[config.mk]
export PLATFORM = sky130hd
export DESIGN_NAME = matrix_loader
export DESIGN_NICKNAME = d
export VERILOG_FILES = /design/src/rtl/matrix_loader.sv
export SDC_FILE = /design/constraint.sdc
export NUM_CORES = 1
export LEC_CHECK = 0
export ABC_AREA = 1
export BUFFER_PORTS_ARGS = -buffer_cell sky130_fd_sc_hd__buf_2
export CORE_MARGIN = 10
export CORE_UTILIZATION = 35
export DETAILED_ROUTE_END_ITERATION = 10
export GPL_TIMING_DRIVEN = 0
export SYNTH_ARGS = -nofsm -noshare
export SYNTH_HDL_FRONTEND = slang
export SYNTH_SLANG_ARGS = --single-unit
[constraint.sdc]
create_clock -name clk -period 9.65 [get_ports clk]
set_input_delay 1.4475 -clock clk [delete_from_list [all_inputs] [get_ports clk]]
set_output_delay 1.4475 -clock clk [all_outputs]
set_load 0.02 [all_outputs]
[src/rtl/matrix_loader.sv]
// Streams operands X then Y into the multiplier's operand RAMs, clamping each X element.
// Then it starts the multiplier, waits for busy to fall, and pulses done.
module matrix_loader #(
   parameter int ADDR_WIDTH    = 32,
   parameter int DATA_WIDTH    = 32,
   parameter int X_ROWS        = 5,
   parameter int Y_COLS        = 5,
   parameter int X_COLS_Y_ROWS = 5,
   parameter int X_MAX         = 255
) (
   input  logic                  clk,
   input  logic                  rst,
   input  logic                  load,
   input  logic [DATA_WIDTH-1:0] s_data,
   input  logic                  s_valid,
   output logic                  s_ready,
   output logic [ADDR_WIDTH-1:0] x_wr_addr,
   output logic [DATA_WIDTH-1:0] x_wr_data,
   output logic                  x_wr_en,
   output logic [ADDR_WIDTH-1:0] y_wr_addr,
   output logic [DATA_WIDTH-1:0] y_wr_data,
   output logic                  y_wr_en,
   output logic                  mm_start,
   input  logic                  mm_busy,
   output logic                  done,
   output logic                  err_range,
   output logic                  active
);

   localparam int NX = X_ROWS * X_COLS_Y_ROWS;
   localparam int NY = X_COLS_Y_ROWS * Y_COLS;
   localparam logic [ADDR_WIDTH-1:0] LAST_X  = ADDR_WIDTH'(NX - 1);
   localparam logic [ADDR_WIDTH-1:0] LAST_Y  = ADDR_WIDTH'(NY - 1);
   localparam logic [DATA_WIDTH-1:0] X_MAX_W = DATA_WIDTH'(X_MAX);

   typedef enum logic [2:0] {IDLE, LOAD_X, LOAD_Y, START, WAIT_DONE, FINISH} state_t;

   state_t                state, state_nxt;
   logic [ADDR_WIDTH-1:0] cnt;
   logic                  beat;
   logic                  clamp;

   assign beat  = s_valid & s_ready;
   assign clamp = (s_data > X_MAX_W);

   // NOTE: sequential state uses non-blocking assignments so every register samples pre-edge values.
   always_ff @(posedge clk or posedge rst) begin
      if (rst) state <= IDLE;
      else     state <= state_nxt;
   end

   // NOTE: every output of this block gets a default first, so no path can infer a latch.
   always_comb begin
      state_nxt = state;
      s_ready   = 1'b0;
      mm_start  = 1'b0;
      done      = 1'b0;
      active    = 1'b1;
      case (state)
         IDLE: begin
            active = 1'b0;
            if (load) state_nxt = LOAD_X;
         end
         LOAD_X: begin
            s_ready = 1'b1;
            if (beat && cnt == LAST_X) state_nxt = LOAD_Y;
         end
         LOAD_Y: begin
            s_ready = 1'b1;
            if (beat && cnt == LAST_Y) state_nxt = START;
         end
         START: begin
            mm_start = 1'b1;
            if (mm_busy) state_nxt = WAIT_DONE;
         end
         WAIT_DONE: begin
            if (!mm_busy) state_nxt = FINISH;
         end
         FINISH: begin
            done      = 1'b1;
            state_nxt = IDLE;
         end
         default: state_nxt = IDLE;
      endcase
   end

   // One counter serves as both element count and write address for each operand in turn.
   always_ff @(posedge clk or posedge rst) begin
      if (rst) begin
         cnt       <= '0;
         err_range <= 1'b0;
      end else begin
         case (state)
            IDLE: begin
               if (load) begin
                  cnt       <= '0;
                  err_range <= 1'b0;
               end
            end
            LOAD_X: begin
               if (beat) begin
                  cnt <= (cnt == LAST_X) ? '0 : cnt + 1'b1;
                  if (clamp) err_range <= 1'b1;
               end
            end
            LOAD_Y: begin
               if (beat) cnt <= (cnt == LAST_Y) ? '0 : cnt + 1'b1;
            end
            default: ;
         endcase
      end
   end

   always_ff @(posedge clk or posedge rst) begin
      if (rst) begin
         x_wr_en   <= 1'b0;
         x_wr_addr <= '0;
         x_wr_data <= '0;
         y_wr_en   <= 1'b0;
         y_wr_addr <= '0;
         y_wr_data <= '0;
      end else begin
         x_wr_en <= beat && (state == LOAD_X);
         y_wr_en <= beat && (state == LOAD_Y);
         if (beat && state == LOAD_X) begin
            x_wr_addr <= cnt;
            x_wr_data <= clamp ? X_MAX_W : s_data;
         end
         if (beat && state == LOAD_Y) begin
            y_wr_addr <= cnt;
            y_wr_data <= s_data;
         end
      end
   end

endmodule

==> qor.yml, run 1 <==
pwr-share-clk_pct: 40.6
final_common_cell: "nand2_1"
synth_compound_area_share_pct: 8.54
cts-root-buf: "clkbuf_16"
totalWireLength_um: 22500
max-slew-margin-rel_pct: 57.8
peakVddDrop_uv: 116
core_um2: 20400
max_cap_viol_count: 0
r2r_start: "cnt[0]"
multi_input_area_um2: 2640
viasPerCell: 4.72
finalSetupViolCount: 0
area_growth_pct: 25.6
wl_met3_um: 1400
placed_area_um2: 8540
die_y_um: 165
clk_latency_ps: 430
gp_congestion: 0.965
clock_sinks: 166
dp_hpwl_um: 17000
route.vias.total: 6520
antenna_found_initial: 1
clk_pin_slew_ps: 60
mostFrequentLayoutCells: "296 x nand2_1, 179 x buf_2, 166 x dfrtp_1"
yosys.area_share.simple_pct: 27.1
dieArea_um2: 27100
portBuffers: 171
p_sw_share_pct: 31.1
path_max_fanout: 10
min_to: "x_wr_data[3]"
routedWlPerCell_um: 16.3
top_layer: "met5"
min_from: "x_wr_data[3]"
reg2reg_slack_ps: 7650
startpoint_type: "flip-flop"
fin_hold_ws_ps: 475
ys_ff_latch: 166
wl_met2_um: 10600
synthCells: 906
synth_xor_area_share_pct: 0.120
endpoint_kind: "output pin"
fin_cells: 1381
fmax_mhz: 292
tightest_slew_ps: 633
finalInstanceArea_um2: 9180
report.final.slew_viol_count: 0
synthDistinctLibCells: 25
cts_buffers: 17
rsz0062_at_grt: "no"
fin_skew_ps: 17.5
yosys.area_share.adder_pct: 0.342
rows: 52
fin_nets: 1136
drt-initial-drc-count: 543
critical_path_arrival_ps: 1980
finalHoldViolations: 0
fin_crit_sh_pct: 35.5
drc: 0
final_util_pct: 45.1
drive_gt1_share_pct: 20.6
placed_cells: 1348
grt_max_degree: 94
hold_buffers: 0
worstSetupPathType: "reg2out"
p_seq_share_pct: 41.1
drt_first_pass_iters: 5
die_w_um: 165
pwr_density_cell_nw_per_um2: 198
cts-htree-levels: 4
cellLeakagePower_nw: 4.82
io_pins: 172
wl_met1_um: 10300
track_usage_pct: 16.9
overflow: 0
seq_area_frac_synth_pct: 56.8
postCtsSetupBuffers: 0
crit_required_ps: 8200
synth_area_um2: 7310
grt_first_pass_wirelength_um: 36100
cts_tree: "built"
ff_latch_area_um2: 4150
setup_tns_ps: 0
period_needed_ps: 3430
grt_pass1_vias: 6594
hp-class: "reg2reg"
syn_nets: 945
cts_buffer_depth: 2
p_int_w: 0.00126
power_frac_comb_pct: 18.3
reg2reg_depth: 7
synthMuxAreaShare_pct: 0
synth_top_family_by_area: "simple AND/OR/NAND/NOR gates"
ys_warn_count: 0
n_fill_cell: 2073
rr_endpoint: "cnt[25]"
p_sw_w: 0.000567
start_util_pct: 35.9
hold-path-cell-count: 2
status: "finished clean"
syn_avg_cell_area_um2: 8.07
ctsResizeCount: 0
ant_nets: 0
routing by layer:
| metal | track usage (%) | up-vias |
|---|---|---|
| li1 | - | 3238 |
| met1 | 22.8 | 3095 |
| met2 | 26.4 | 168 |
| met3 | 3.86 | 17 |
| met5 | 0 | - |
| met4 | 5.03 | 2 |
flip-flops by register name (all words and copies together) (netlist names):
name	cells
y_wr_data	32
y_wr_addr	32
err_range	1
x_wr_addr	32
x_wr_en	1
y_wr_en	1
x_wr_data	32
cnt	32
state	3
stage by stage:
step           power (W)  setup WS (ps)
2_1_floorplan   0.000971           3710
3_3_place_gp     0.00110           1640
3_5_place_dp     0.00110           6670
4_1_cts          0.00184           6210
5_1_grt          0.00191           6050
6_report         0.00182           6220
area by class of cell:
cell class | instances | share of cell area [%]
clock inverters | 11 | 1.76
inverters | 99 | 4.13
clock buffers | 21 | 5.23
repair buffers | 172 | 9.62
plain buffers | 32 | 1.62
diodes | 1 | 0.0272
multi-input cells | 609 | 28.7
flip-flops and latches | 166 | 45.2
well taps | 270 | 3.68
cells by family after synthesis:
family | after synthesis
flops | 166
xor+xnor | 1
buf+inv | 131
simple gates | 484
fa+ha+maj | 2
compound gates | 122
critical path, cell delays in order (launching register included):
cell,delay (ps)
dfrtp_1,400
inv_2,90
nor2_1,150
nand2_1,70
nand2_1,90
buf_2,240
buf_2,290
buf_2,220
synth_stat cells, drive strengths merged:
cell / number / area share [%]
nand2: 296 / 15
dfrtp: 166 / 57
o21ai: 119 / 8.1
nor2: 114 / 6.1
inv: 98 / 5.0
nand3: 39 / 2.8
nand4: 33 / 2.8
clkbuf: 18 / 0.92
buf: 14 / 1.1
a21oi: 2 / 0.29
ha: 2 / 0.34
clkinv: 1 / 0.051
nand3b: 1 / 0.10
nor3: 1 / 0.068
o211ai: 1 / 0.10
xnor2: 1 / 0.12
how the worst max path moves through the flow:
stage	start	to	slack (ps)	cells after the start
after floorplan	rst	cnt[0]	3710	1
after global placement	rst	x_wr_addr[8]	1640	2
after detailed placement	state[0]	s_ready	6670	7
after CTS	state[0]	s_ready	6210	7
after global routing	state[0]	s_ready	6050	7
final	state[0]	s_ready	6220	7
power groups by stage:
stage | sequential [W] | clock [W] | combinational, W
finish | 0.000749 | 0.000739 | 0.000334
global route | 0.000754 | 0.000786 | 0.000371
CTS | 0.000749 | 0.000754 | 0.000339
detailed placement | 0.000762 | 0 | 0.000339
global placement | 0.000762 | 0 | 0.000334
floorplan | 0.000794 | 0 | 0.000177
Power figures use the tool's default switching activity.
==> run 2, diff against run 1 <==
- clock period: 9.65 -> 2.8 ns (I/O delays scaled with it)
==> run 2 against run 1 <==
  * Design area is 0.15% lower
  * Worst setup slack worse by 5800 ps
  * First-iteration DRC count is 15% lower
  * Global-route usage hardly changed
  * Sequential power grew to 3.4 times the previous value
  * Total power grew to 3.3 times the previous value
  * Critical path type unchanged
  * Largest power group unchanged
==> qor.yml, run 2 (same netlist as run 1, synthesis figures left out) <==
status: "finished clean"
grt_pass1_vias: 6545
clk_latency_ps: 430
viasPerCell: 4.71
grt_first_pass_wirelength_um: 35800
drt-initial-drc-count: 460
gp_congestion: 0.966
rr_endpoint: "state[1]"
max_cap_viol_count: 0
rsz0062_at_grt: "no"
report.final.slew_viol_count: 0
endpoint: "s_ready"
crit_required_ps: 2380
drc: 0
route.vias.total: 6511
max-slew-margin-rel_pct: 59.4
tightest_slew_ps: 608
cts_tree: "built"
diodes: 0
mostFrequentLayoutCells: "296 x nand2_1, 179 x buf_2, 166 x dfrtp_1"
final_util_pct: 45.0
totalWireLength_um: 22400
hold_buffers: 0
clk_pin_slew_ps: 70
fin_skew_ps: 14.5
path_max_fanout: 10
cts-htree-levels: 4
cts-root-buf: "clkbuf_16"
hp-class: "in2async"
cellLeakagePower_nw: 4.81
antenna_found_initial: 2
reg2reg_depth: 9
placed_area_um2: 8590
rows: 52
overflow: 0
dieArea_um2: 27100
fin_crit_sh_pct: 85.5
clock_sinks: 166
drive_gt1_share_pct: 20.8
fmax_mhz: 418
final_common_cell: "nand2_1"
cts_buffer_depth: 2
cts_buffers: 17
worstSetupPathType: "reg2out"
endpoint_kind: "output pin"
portBuffers: 171
r2r_start: "cnt[0]"
reg2reg_slack_ps: 860
startpoint_type: "flip-flop"
critical_path_arrival_ps: 1970
ant_nets: 0
startpoint: "state[0]"
pwr_density_cell_nw_per_um2: 661
setup_tns_ps: 0
die_y_um: 165
peakVddDrop_uv: 366
finalHoldViolations: 0
area_growth_pct: 25.4
period_needed_ps: 2390
routedWlPerCell_um: 16.2
dp_hpwl_um: 17300
die_w_um: 165
core_um2: 20400
ctsResizeCount: 0
fin_nets: 1139
finalSetupViolCount: 0
drt_first_pass_iters: 7
start_util_pct: 35.9
track_usage_pct: 16.8
grt_max_degree: 41
io_pins: 172
postCtsSetupBuffers: 0
finalInstanceArea_um2: 9170
==> run 2: cell count changes in the layout (fill, tap and decap cells not counted) <==
cell | previous run | this run
buf_12 | 0 | 4
buf_16 | 1 | 0
bufinv_16 | 3 | 1
clkbuf_8 | 4 | 1
clkinv_2 | 0 | 1
clkinv_4 | 3 | 5
clkinvlp_4 | 1 | 3
diode_2 | 1 | 0
==> run 2: metrics by stage <==
step                instances  hold slack, ps  worst slack (ps)  total power [W]
finish                   1383            32.0               406          0.00606
global placement         1347             458              -874          0.00377
floorplan                 906             471               267          0.00335
detailed placement       1351             459               857          0.00379
CTS                      1383            33.6               394          0.00613
global route             1383            55.2               234          0.00637
==> run 2: area by class of cell <==
| type | count | area (um^2) |
|---|---|---|
| flip-flops and latches | 166 | 4150 |
| clock buffers | 18 | 439 |
| multi-input cells | 609 | 2640 |
| clock inverters | 14 | 143 |
| plain buffers | 32 | 149 |
| repair buffers | 175 | 936 |
| well taps | 270 | 338 |
| inverters | 99 | 375 |
| fillers | 2100 | 11200 |
==> run 2: routing by layer <==
layer / track usage [%] / wire (um)
met2: 25.9 / 10400
met5: 0 / 13
met3: 4.58 / 1530
met4: 5.35 / 405
met1: 22.5 / 10100
==> run 2: critical path: stages (launching register included) <==
cell     delay, ps
dfrtp_1        400
inv_2           90
nor2_1         150
nand2_1         70
nand2_1        100
buf_2          230
buf_2          280
buf_2          230
==> run 2: power by group <==
group	total [W]	internal [W]	leakage, nW	switching (W)
registers	0.00258	0.00251	2.29	0.0000692
logic	0.00116	0.000304	2.24	0.000852
clock network	0.00232	0.00127	0.281	0.00105
total	0.00606	0.00409	4.81	0.00197
==> run 2: worst min path at each step <==
stage	from	endpoint	slack, ps	cells past startpoint
after global routing	rst	y_wr_en	60	2
after global placement	y_wr_data[2]	y_wr_data[2]	460	2
after detailed placement	y_wr_data[3]	y_wr_data[3]	460	2
final	rst	y_wr_en	30	2
after floorplan	cnt[31]	cnt[31]	470	2
after CTS	rst	y_wr_en	30	2
==> run 3, diff against run 2 <==
- ABC_AREA: 1 -> 0
- BUFFER_PORTS_ARGS: -buffer_cell sky130_fd_sc_hd__buf_2 -> -buffer_cell sky130_fd_sc_hd__buf_4
- clock period: 2.8 -> 2.1 ns (I/O delays scaled with it)
==> run 3 against run 2 <==
  * Design area up 2.3%
  * Combinational power rose to 3.8 times the previous value
  * Via count shrank 22%
  * Clock power rose by 30%
  * Sequential share of layout area is 0.94 points lower
==> qor.yml, run 3 <==
synth_area_um2: 6890
cellLeakagePower_nw: 4.55
fin_hold_ws_ps: 50.3
rows: 51
route.vias.total: 5097
synth_ff_type: "dfrtp_1"
startpoint_type: "flip-flop"
area_growth_pct: 36.2
synth.area.top_cells: "dfrtp_1 60%, mux2_2 11%, nand2_1 5.2%, nor2_1 2.5%, and2_1 2.4%"
synthArstFlopShare_pct: 100
reg2reg_depth: 6
core_um2: 19400
mostFrequentLayoutCells: "190 x buf_4, 162 x dfrtp_1, 95 x nand2_1"
final_common_cell: "buf_4"
max-slew-margin-rel_pct: 44.5
rsz0062_at_grt: "yes"
rr_endpoint: "cnt[25]"
drive_gt1_share_pct: 42.2
diodes: 0
portBuffers: 171
setup_tns_ps: 0
status: "finished clean"
final_util_pct: 48.3
viasPerCell: 4.74
clock_sinks: 166
start_util_pct: 35.5
endpoint_kind: "output pin"
grt_first_pass_wirelength_um: 30200
fmax_mhz: 492
grt_max_degree: 39
peakVddDrop_uv: 667
yosysMostFrequentCell: "dfrtp_1"
cts_tree: "built"
tightest_slew_ps: 831
cpPeakStageDelay_ps: 430
worstSetupPathType: "reg2out"
die_w_um: 160
yosysTopAreaCell: "dfrtp_1"
drt_first_pass_iters: 5
synthCells: 593
synth_common_cells: "166 x dfrtp_1, 95 x nand2_1, 66 x mux2_2, 46 x nor2_1, 26 x and2_1"
fin_skew_ps: 8.06
overflow: 0
crit_path_cell_trace: "clkbuf_2 > nor2_1 > buf_4"
critPathBufInv: 2
ys_ff_latch: 166
synth_edf_count: 0
seq_area_frac_synth_pct: 60.3
n_fill_cell: 1827
max_cap_viol_count: 0
routedWlPerCell_um: 17.6
reg2reg_slack_ps: 90
totalWireLength_um: 18900
dieArea_um2: 25700
hp-class: "in2async"
ys_warn_count: 0
die_y_um: 160
r2r_start: "state[0]"
fin_nets: 837
cts-root-buf: "clkbuf_16"
pwr_density_cell_nw_per_um2: 1240
io_pins: 172
syn_avg_cell_area_um2: 11.6
synth_top_area_share_pct: 60.3
ant_nets: 0
report.final.slew_viol_count: 0
antenna_found_initial: 0
drt-initial-drc-count: 315
cts_buffer_depth: 2
dp_hpwl_um: 13700
cts_buffers: 17
drc: 0
hold_buffers: 0
grt_pass1_vias: 5302
path_max_fanout: 10
path_depth: 3
gp_congestion: 0.761
period_needed_ps: 2030
syn_nets: 632
finalHoldViolations: 0
track_usage_pct: 14.6
synthDistinctLibCells: 47
critical_path_arrival_ps: 1720
cp_top_family: "buffers and inverters"
clk_latency_ps: 420
cts-htree-levels: 4
fin_crit_sh_pct: 96.9
finalSetupViolCount: 0
crit_required_ps: 1780
clk_pin_slew_ps: 70
slowest_stage: "nor2_1"
## run 3: changes by cell type after synthesis, sizes merged, moves of 20 or more
| cell | delta |
|---|---|
| inv | -87 |
| nor4 | +22 |
| nand2 | -201 |
| nor2 | -68 |
| and2 | +26 |
| nand3 | -27 |
| nand4 | -20 |
| mux2 | +66 |
| o21ai | -102 |
## run 3: layout make-up
type	instances	area, um^2	area share (%)
multi-input cells	381	2630	28.0
plain buffers	33	189	2.01
flip-flops and latches	166	4160	44.4
clock inverters	13	121	1.29
well taps	265	332	3.54
inverters	12	50.0	0.534
clock buffers	19	443	4.72
repair buffers	187	1460	15.5
## run 3: worst max-delay path by stage
stage                     startpoint            end
after global placement           rst  y_wr_data[22]
after floorplan                  rst         cnt[0]
after global routing          cnt[8]        cnt[25]
after CTS                     cnt[0]       state[0]
final                       state[2]        s_ready
after detailed placement      cnt[0]        cnt[12]
## run 3: through the flow
stage               total power (W)  area (um^2)  std cells  setup WS (ps)
floorplan                   0.00664         6890        593           -328
global placement            0.00836         8510       1029          -1490
detailed placement          0.00841         8590       1033           -319
CTS                          0.0117         9260       1068           13.6
global route                 0.0123         9380       1076          -53.4
finish                       0.0116         9380       1076           65.7
## run 3: what timing repair did
item,4_1_cts,5_1_grt
buffers inserted,3,8
gates resized for setup,21,26
endpoints found under the hold margin,0,0
pin swaps,3,6
endpoints found under the setup margin,117,107
cloned,0,1
## run 3: where the power goes
part           internal (W)  switching, W  leakage [nW]
Clock               0.00168       0.00134         0.263
Combinational       0.00191       0.00250          2.11
Sequential          0.00383      0.000362          2.18
Total               0.00742       0.00420          4.55
## run 3: cell families (layout without fill, tap and decap cells)
logic type	Yosys count	after routing	synth area share, %
adders and majority gates	2	2	0.363
muxes	70	70	11.4
AOI/OAI and AO/OA	44	44	4.05
buffers and inverters	46	264	2.98
and+or+nand+nor	244	244	18.2
xor gates and xnor gates	21	21	2.67
DFF	166	166	60.3
## run 3: layer usage
| metal | track usage (%) | routed length, um |
|---|---|---|
| met1 | 18.8 | 8700 |
| met2 | 22.9 | 8900 |
| met3 | 4.86 | 1130 |
| met4 | 4.13 | 185 |
| met5 | 0 | 0 |
